==> config.mk <==
export PLATFORM = sky130hd
export DESIGN_NAME = rx_lane_align
export DESIGN_NICKNAME = d
export VERILOG_FILES = /design/src/rtl/rx_lane_align.sv
export SDC_FILE = /design/constraint.sdc
export NUM_CORES = 1
export LEC_CHECK = 0
export ABC_CLOCK_PERIOD_IN_PS = 8900
export CORE_UTILIZATION = 35
export CTS_CLUSTER_SIZE = 14
export DETAILED_ROUTE_END_ITERATION = 16
export SYNTH_ARGS = -nofsm -noshare
export SYNTH_HDL_FRONTEND = slang
export SYNTH_SLANG_ARGS = --single-unit
==> constraint.sdc <==
create_clock -name i_clk -period 8.9 [get_ports i_clk]
set_input_delay 1.78 -clock i_clk [delete_from_list [all_inputs] [get_ports i_clk]]
set_output_delay 1.78 -clock i_clk [all_outputs]
set_load 0.05 [all_outputs]
==> src/rtl/rx_lane_align.sv <==
// Receive byte-lane aligner: locates the K28.5 lane, qualifies it and rotates the GT word stream so commas sit in byte 0.
// Optional RX_LANE_ALIGN_STAT_EN adds relock counter and offset visibility ports.
module rx_lane_align #(
    parameter logic [7:0]  P_COMMA    = 8'hBC,
    parameter int unsigned P_LOCK_CNT = 4,
    parameter int unsigned P_LOSS_CNT = 3
) (
    input  logic        i_clk,
    input  logic        i_rst,
    input  logic        i_gt_bytealign,
    input  logic [31:0] i_gt_rx_data,
    input  logic [3:0]  i_gt_rx_charisk,
    output logic [31:0] o_rx_data,
    output logic [3:0]  o_rx_charisk,
`ifdef RX_LANE_ALIGN_STAT_EN
    output logic [15:0] o_relock_cnt,
    output logic [1:0]  o_offset,
`endif
    output logic        o_rx_aligned
);

    typedef enum logic [1:0] {
        ST_HUNT  = 2'd0,
        ST_CHECK = 2'd1,
        ST_LOCK  = 2'd2
    } state_t;

    state_t      r_state, w_state_nx;
    logic [1:0]  r_off, w_off_nx;
    logic [1:0]  r_cand, w_cand_nx;
    logic [3:0]  r_cnt, w_cnt_nx;
    logic [3:0]  w_cnt_inc;

    logic [31:0] r_cur, r_prev;
    logic [3:0]  r_cur_k, r_prev_k;

    logic [3:0]  w_hit;
    logic        w_valid;
    logic [1:0]  w_lane;

    logic [31:0] w_rot;
    logic [3:0]  w_rot_k;
    logic        w_aligned_nx;
    logic [3:0]  w_charisk_nx;

    always_comb begin
        w_hit = '0;
        for (int unsigned n = 0; n < 4; n++) begin
            w_hit[n] = (i_gt_rx_data[8*n +: 8] == P_COMMA) && i_gt_rx_charisk[n];
        end
    end

    // Only single-hit words count as commas; zero or multiple hits are ignored.
    always_comb begin
        w_valid = 1'b1;
        w_lane  = 2'd0;
        case (w_hit)
            4'b0001: w_lane = 2'd0;
            4'b0010: w_lane = 2'd1;
            4'b0100: w_lane = 2'd2;
            4'b1000: w_lane = 2'd3;
            default: w_valid = 1'b0;
        endcase
    end

    assign w_cnt_inc = r_cnt + 4'd1;

    always_ff @(posedge i_clk) begin
        if (i_rst) begin
            r_state <= ST_HUNT;
            r_off   <= '0;
            r_cand  <= '0;
            r_cnt   <= '0;
        end else begin
            r_state <= w_state_nx;
            r_off   <= w_off_nx;
            r_cand  <= w_cand_nx;
            r_cnt   <= w_cnt_nx;
        end
    end

    always_comb begin
        w_state_nx = r_state;
        w_off_nx   = r_off;
        w_cand_nx  = r_cand;
        w_cnt_nx   = r_cnt;
        if (!i_gt_bytealign) begin
            w_state_nx = ST_HUNT;
            w_cnt_nx   = '0;
        end else begin
            case (r_state)
                ST_HUNT: begin
                    if (w_valid) begin
                        w_cand_nx = w_lane;
                        if (P_LOCK_CNT == 1) begin
                            w_state_nx = ST_LOCK;
                            w_off_nx   = w_lane;
                            w_cnt_nx   = '0;
                        end else begin
                            w_state_nx = ST_CHECK;
                            w_cnt_nx   = 4'd1;
                        end
                    end
                end
                ST_CHECK: begin
                    if (w_valid) begin
                        if (w_lane == r_cand) begin
                            if (w_cnt_inc == 4'(P_LOCK_CNT)) begin
                                w_state_nx = ST_LOCK;
                                w_off_nx   = r_cand;
                                w_cnt_nx   = '0;
                            end else begin
                                w_cnt_nx   = w_cnt_inc;
                            end
                        end else begin
                            w_state_nx = ST_HUNT;
                            w_cnt_nx   = '0;
                        end
                    end
                end
                ST_LOCK: begin
                    if (w_valid) begin
                        if (w_lane == r_off) begin
                            w_cnt_nx = '0;
                        end else if (w_cnt_inc == 4'(P_LOSS_CNT)) begin
                            w_state_nx = ST_HUNT;
                            w_cnt_nx   = '0;
                        end else begin
                            w_cnt_nx   = w_cnt_inc;
                        end
                    end
                end
                default: begin
                    w_state_nx = ST_HUNT;
                    w_cnt_nx   = '0;
                end
            endcase
        end
    end

    // Rotation uses the next offset so the first locked output word is already aligned.
    always_comb begin
        w_rot        = 32'({r_cur, r_prev} >> (8 * w_off_nx));
        w_rot_k      = 4'({r_cur_k, r_prev_k} >> w_off_nx);
        w_aligned_nx = (w_state_nx == ST_LOCK);
        w_charisk_nx = w_aligned_nx ? w_rot_k : '0;
    end

    always_ff @(posedge i_clk) begin
        if (i_rst) begin
            r_cur        <= '0;
            r_cur_k      <= '0;
            r_prev       <= '0;
            r_prev_k     <= '0;
            o_rx_data    <= '0;
            o_rx_charisk <= '0;
            o_rx_aligned <= 1'b0;
        end else begin
            r_cur        <= i_gt_rx_data;
            r_cur_k      <= i_gt_rx_charisk;
            r_prev       <= r_cur;
            r_prev_k     <= r_cur_k;
            o_rx_data    <= w_rot;
            o_rx_charisk <= w_charisk_nx;
            o_rx_aligned <= w_aligned_nx;
        end
    end

`ifdef RX_LANE_ALIGN_STAT_EN
    logic [15:0] r_relock_cnt;

    always_ff @(posedge i_clk) begin
        if (i_rst) begin
            r_relock_cnt <= '0;
        end else if ((r_state == ST_LOCK) && (w_state_nx == ST_HUNT) && (r_relock_cnt != '1)) begin
            r_relock_cnt <= r_relock_cnt + 16'd1;
        end
    end

    assign o_relock_cnt = r_relock_cnt;
    assign o_offset     = r_off;
`endif

endmodule

Word-level counts from Yosys, hierarchy flattened
Index checks and enable logic that the tools add are counted.
{ "word_totals": {"reg_bits": 119} }
{ "op_classes": {"add_sub_neg": 1, "n_eq_ne": 18, "shift": 2, "mux": 24, "bitwise": 2, "n_reduce_logical": 10} }
{ "ops": {"columns": ["operator", "n"], "rows": [
  [">> shifter 64 x 5 -> 32 bit", 1],
  ["equality test 8 bit, second input constant", 4],
  ["two-way mux 4 bit", 7],
  ["two-way mux 2 bit", 13],
  ["case mux 2 bit (3 select lines)", 2],
  ["case mux 4 bit (3 select lines)", 1],
  ["equality test 4 x 2 -> 1 bit, second input constant", 2],
  ["equality test 4 x 3 -> 1 bit, second input constant", 2],
  [">> shifter 8 x 2 -> 4 bit", 1],
  ["inequality test 2 bit, second input constant", 3],
  ["AND reduction 3 bit", 2],
  ["adder 4 x 1 -> 4 bit, second input constant", 1],
  ["equality test 2 bit", 2],
  ["equality test 2 bit, second input constant", 2],
  ["equality test 4 x 1 -> 1 bit, second input constant", 1],
  ["equality test 4 bit, second input constant", 1],
  ["logical AND 1 bit", 4],
  ["OR reduction 2 bit", 2],
  ["OR reduction 4 bit", 1],
  ["equality test 2 x 1 -> 1 bit, second input constant", 1],
  ["zero test 2 bit", 1],
  ["inverter 1 bit", 2],
  ["two-way mux 1 bit", 1]
]} }

Logic depth before layout (Yosys ltp)
{ "depth": {"word_depth": 12, "ltp_mapped": 12, "depth_no_buf": 10} }

Worst setup path after synthesis
OpenSTA, ideal clock, no wires.
{ "synth_timing": {"path_type": "input -> register", "start": "input port i_gt_rx_data[22]", "end": "register o_rx_data[12]", "setup_ns": 0.134, "arrival_time_ns": 4.010, "required_time_ns": 8.766, "slack_ns": 4.756, "cell_stages": 12, "path_buffers": 3, "cell_sequence": "nand4b_1 or4_1 buf_2 nand3_1 o2111ai_2 o2bb2ai_1 nand2_1 a22o_1 buf_2 buf_4 mux2i_1 o22ai_1"} }
{ "synth_via": {"elab_chain_cells": 10, "elab_cells_between_ends": 15} }
{ "synth_lines": {"columns": ["element", "line_no", "text"], "rows": [
  ["start, declared", "11", "input logic [31:0] i_gt_rx_data,"],
  ["equality test 8 bit *", "49", "w_hit[n] = (i_gt_rx_data[8*n +: 8] == P_COMMA) && i_gt_rx_charisk[n];"],
  ["logical AND 1 bit *", "49", null],
  ["equality test 4 bit, or another cell as far along", "57", "case (w_hit)"],
  ["case mux 2 bit (3 select lines)", "57", null],
  ["equality test 2 bit", "107", "if (w_lane == r_cand) begin"],
  ["two-way mux 2 bit", "107", null],
  ["two-way mux 2 bit *", "106", "if (w_valid) begin"],
  ["two-way mux 2 bit *", "91", "case (r_state)"],
  ["two-way mux 2 bit *", "87", "if (!i_gt_bytealign) begin"],
  [">> shifter 64 x 5 -> 32 bit *", "143", "w_rot = 32'({r_cur, r_prev} >> (8 * w_off_nx));"],
  ["end signal, assigned", "163", "o_rx_data <= w_rot;"],
  ["end, declared", "13", "output logic [31:0] o_rx_data,"]
]} }
Every way passes the cells marked *; elsewhere a longest branch is shown, timed or not.
A chain may end at the register's enable or synchronous reset.

Worst setup path after layout
{ "layout_timing": {"start": "input port i_gt_rx_data[27]", "end": "register o_rx_data[21]"} }
The elaborated chain is that of the path after synthesis.

==> results.toml <==
[timing]
final-max-slew-violation-count = 0
setup_viol = 0
finalHoldViolations = 0
worst_pin_slew_ns = 1.21
fin_tns_setup_ns = 0
setup_slack_ns = 3.76
skew_ns = 0.00969
min_period_ns = 5.14
slew_headroom_pct = 19.3
min_period_over_period_pct = 57.8
max_freq_ghz = 0.194
rsz0062_at_grt = "no"

[synthesis]
synth_ff_type = "dfxtp_1"
yosysUniqueCellTypes = 44
synthSimpleGateAreaFrac_pct = 20.7
synthCells = 421
yosys_warnings = 0
synth.avg_cell_area_um2 = 10.5
synthArstFlopShare_pct = 0
synth_xor_area_share_pct = 0.199
synth_compound_area_share_pct = 10.7
synth_edf_count = 0
yosys-mux-area-fraction_pct = 10.5
synth_fp_nets = 462
synth-adder-area-share_pct = 0.568
seq_area_frac_synth_pct = 54.1
syn_area_um2 = 4410
ys_ff_latch = 119
synth_top_family_by_area = "simple AND/OR/NAND/NOR gates"

[pwr]
power.density_nw_per_um2 = 225
leakage_uw = 0.00202
vdd_drop_max_v = 0.000123

[grt]
grt.overflow.total = 0
antenna_found_initial = 0
grt.total_usage_pct = 16.1
grt_pass1_vias = 3168
grt_max_degree = 80
grt_pass1_wl_mm = 15.7

[clock_network]
clk_path_buf_depth = 2
cts_inserted_buffers = 17
cts-hold-fix-buffers = 0
cts_tree = "done"
cts-resized-gates = 0
htree_levels = 4
clk_pin_slew_worst_paths_ns = 0.06
insertion_delay_ns = 0.41
clkSinkCount = 119
cts_root_buf = "clkbuf_16"
post_cts_buffers = 0

[worst_setup_path]
critPathMaxStageDelay_ns = 0.88
r2r_start = "r_cand[0]"
critical_path.max_fanout = 33
setup.worst_path.end_class = "register"
critPathRequiredTime_ns = 9.13
path_cells = "clkdlybuf4s50_1 -> nand4b_4 -> nor4_1 -> o21ai_0 -> o2111ai_2 -> o2bb2ai_1 -> nand2_1 -> mux2i_1 -> or2_1 -> o22ai_1"
r2r_slack_ns = 5.56
rr_endpoint = "o_rx_data[21]"
ff2ff_path_depth = 9
start_kind = "primary input"
worstSetupPathType = "in2reg"
cp_slowest_cell = "or2_1"
crit_arrival_ns = 5.38

[floorplan]
fp.dieW_um = 114
num_io_pins = 76
initial_core_util_pct = 36.2
rows = 40
coreArea_um2 = 12200
die_h_um = 114
die_area_um2 = 13000

[place]
place_hpwl_mm = 6.85
place.port_buffers = 75
dpl_worst_slack_ns = 3.38
gp_congestion = 0.875

[flow_run]
maxCapViolations = 0

[layout]
final_nets = 531
syn_to_final_growth_pct = 32.7
drive_above_1_share_pct = 8.35
antenna_cells = 0

[worst_hold_path]
hp-class = "reg2reg"
holdPathEnd = "r_prev[29]"
hold_path_depth = 1
min-delay-start = "r_cur[29]"

[drt]
drcViolationCount = 0
initialDrtViolationCount = 203
ant_nets = 0
vias = 3278
via_per_inst = 4.89
wl_per_cell_um = 14.6
dr.pass1.iters = 4
drt-total-wl_mm = 9.82

[run_status]
status = "completed"
## sequential cells by signal (all words and copies together) (netlist names)
signal        cells
o_rx_aligned      1
o_rx_charisk      4
o_rx_data        32
r_cand            2
r_cnt             4
r_cur            32
r_cur_k           4
r_off             2
r_prev           32
r_prev_k          4
r_state           2
## cell usage after synthesis, drive strengths merged, types with 2 or more instances
master	number	area [µm²]
buf	10	60.1
nand3	9	45.0
nor4	6	37.5
a22oi	3	22.5
o22ai	37	231
nor2	8	30.0
o41ai	2	36.3
a21oi	10	50.1
nand4	5	31.3
ha	2	25.0
or2	2	12.5
nor3	8	40.0
dfxtp	119	2380
a211oi	2	15.0
nor2b	77	482
nand4b	3	41.3
a31oi	2	12.5
mux2i	46	460
or4	3	22.5
and4	3	28.8
inv	6	22.5
nand2b	6	40.0
nand2	16	60.1
clkbuf	17	63.8
nor3b	2	15.0
o21ai	5	25.0
## placed cells by master, fill, tap and decap left out, types with 5 or more instances in the layout
cell type / synthesis / layout
nor2_1: 8 / 8
o22ai_1: 37 / 37
nor4_1: 6 / 6
clkdlybuf4s50_1: 0 / 74
nor3_1: 8 / 8
o21ai_0: 5 / 5
inv_1: 6 / 6
inv_6: 0 / 5
nand2_1: 16 / 16
nand2b_1: 5 / 5
nor2b_1: 77 / 77
clkbuf_16: 0 / 17
dfxtp_1: 119 / 119
mux2i_1: 46 / 46
nand4_1: 5 / 5
a21oi_1: 10 / 10
nand3_1: 9 / 9
## critical path: cells and delay by family
kind	cells	cell delay (ns)
AO/OA/AOI/OAI	4	0.95
AND/OR/NAND/NOR	4	1.82
multiplexers	1	0.28
buffers and inverters	1	0.53
## kinds of logic (layout without fill, tap and decap cells)
| logic type | Yosys count | in the layout |
|---|---|---|
| buffers and inverters | 33 | 115 |
| adders and majority gates | 2 | 2 |
| and+or+nand+nor | 151 | 151 |
| muxes | 46 | 46 |
| AOI/OAI and AO/OA | 69 | 69 |
| xor gates and xnor gates | 1 | 1 |
| DFF | 119 | 119 |
## through the flow
stage	cell area [µm²]	hold WS [ns]	cells	total power [µW]	util (%)
global placement	5250	0.426	639	648	43.2
floorplan	4410	0.414	421	611	-
detailed placement	5250	0.430	639	649	43.2
CTS	5850	0.445	671	1330	48.1
finish	5850	0.437	671	1320	48.1
global route	5850	0.455	671	1360	48.1
## worst max-delay path by stage
stage,end,slack [ns],depth (start not counted),start
finish,o_rx_data[21],3.76,10,i_gt_rx_data[27]
global route,o_rx_data[15],3.40,10,i_gt_rx_data[27]
CTS,o_rx_data[18],3.81,10,i_gt_rx_data[27]
detailed placement,o_rx_data[21],3.38,10,i_gt_rx_data[27]
global placement,o_rx_data[26],3.57,10,i_gt_rx_data[22]
floorplan,o_rx_data[12],4.76,12,i_gt_rx_data[22]
## final cells by class
| cell class | instances | area [µm²] |
|---|---|---|
| clock buffer | 17 | 425 |
| clock inverter | 15 | 168 |
| tap | 168 | 210 |
| inverter | 6 | 22.5 |
| sequential | 119 | 2380 |
| fill | 1120 | 6310 |
| multi-input combinational | 269 | 1880 |
| timing repair buffer | 77 | 761 |
## routing by layer
layer / vias up / wire, µm / GRT usage, %
met5: - / 0 / 0
met4: 0 / 176 / 6.93
met3: 15 / 530 / 5.66
met2: 96 / 4640 / 25.6
met1: 1518 / 4470 / 19.7
li1: 1649 / - / -
## report_power, final
| part | internal, µW | leakage (µW) | switching [µW] |
|---|---|---|---|
| sequential | 552 | 0.000977 | 7.96 |
| clock | 419 | 0.000285 | 261 |
| combinational | 36.2 | 0.000760 | 40.7 |
| total | 1010 | 0.00202 | 309 |
No activity file was read; power rests on OpenSTA's default activity.
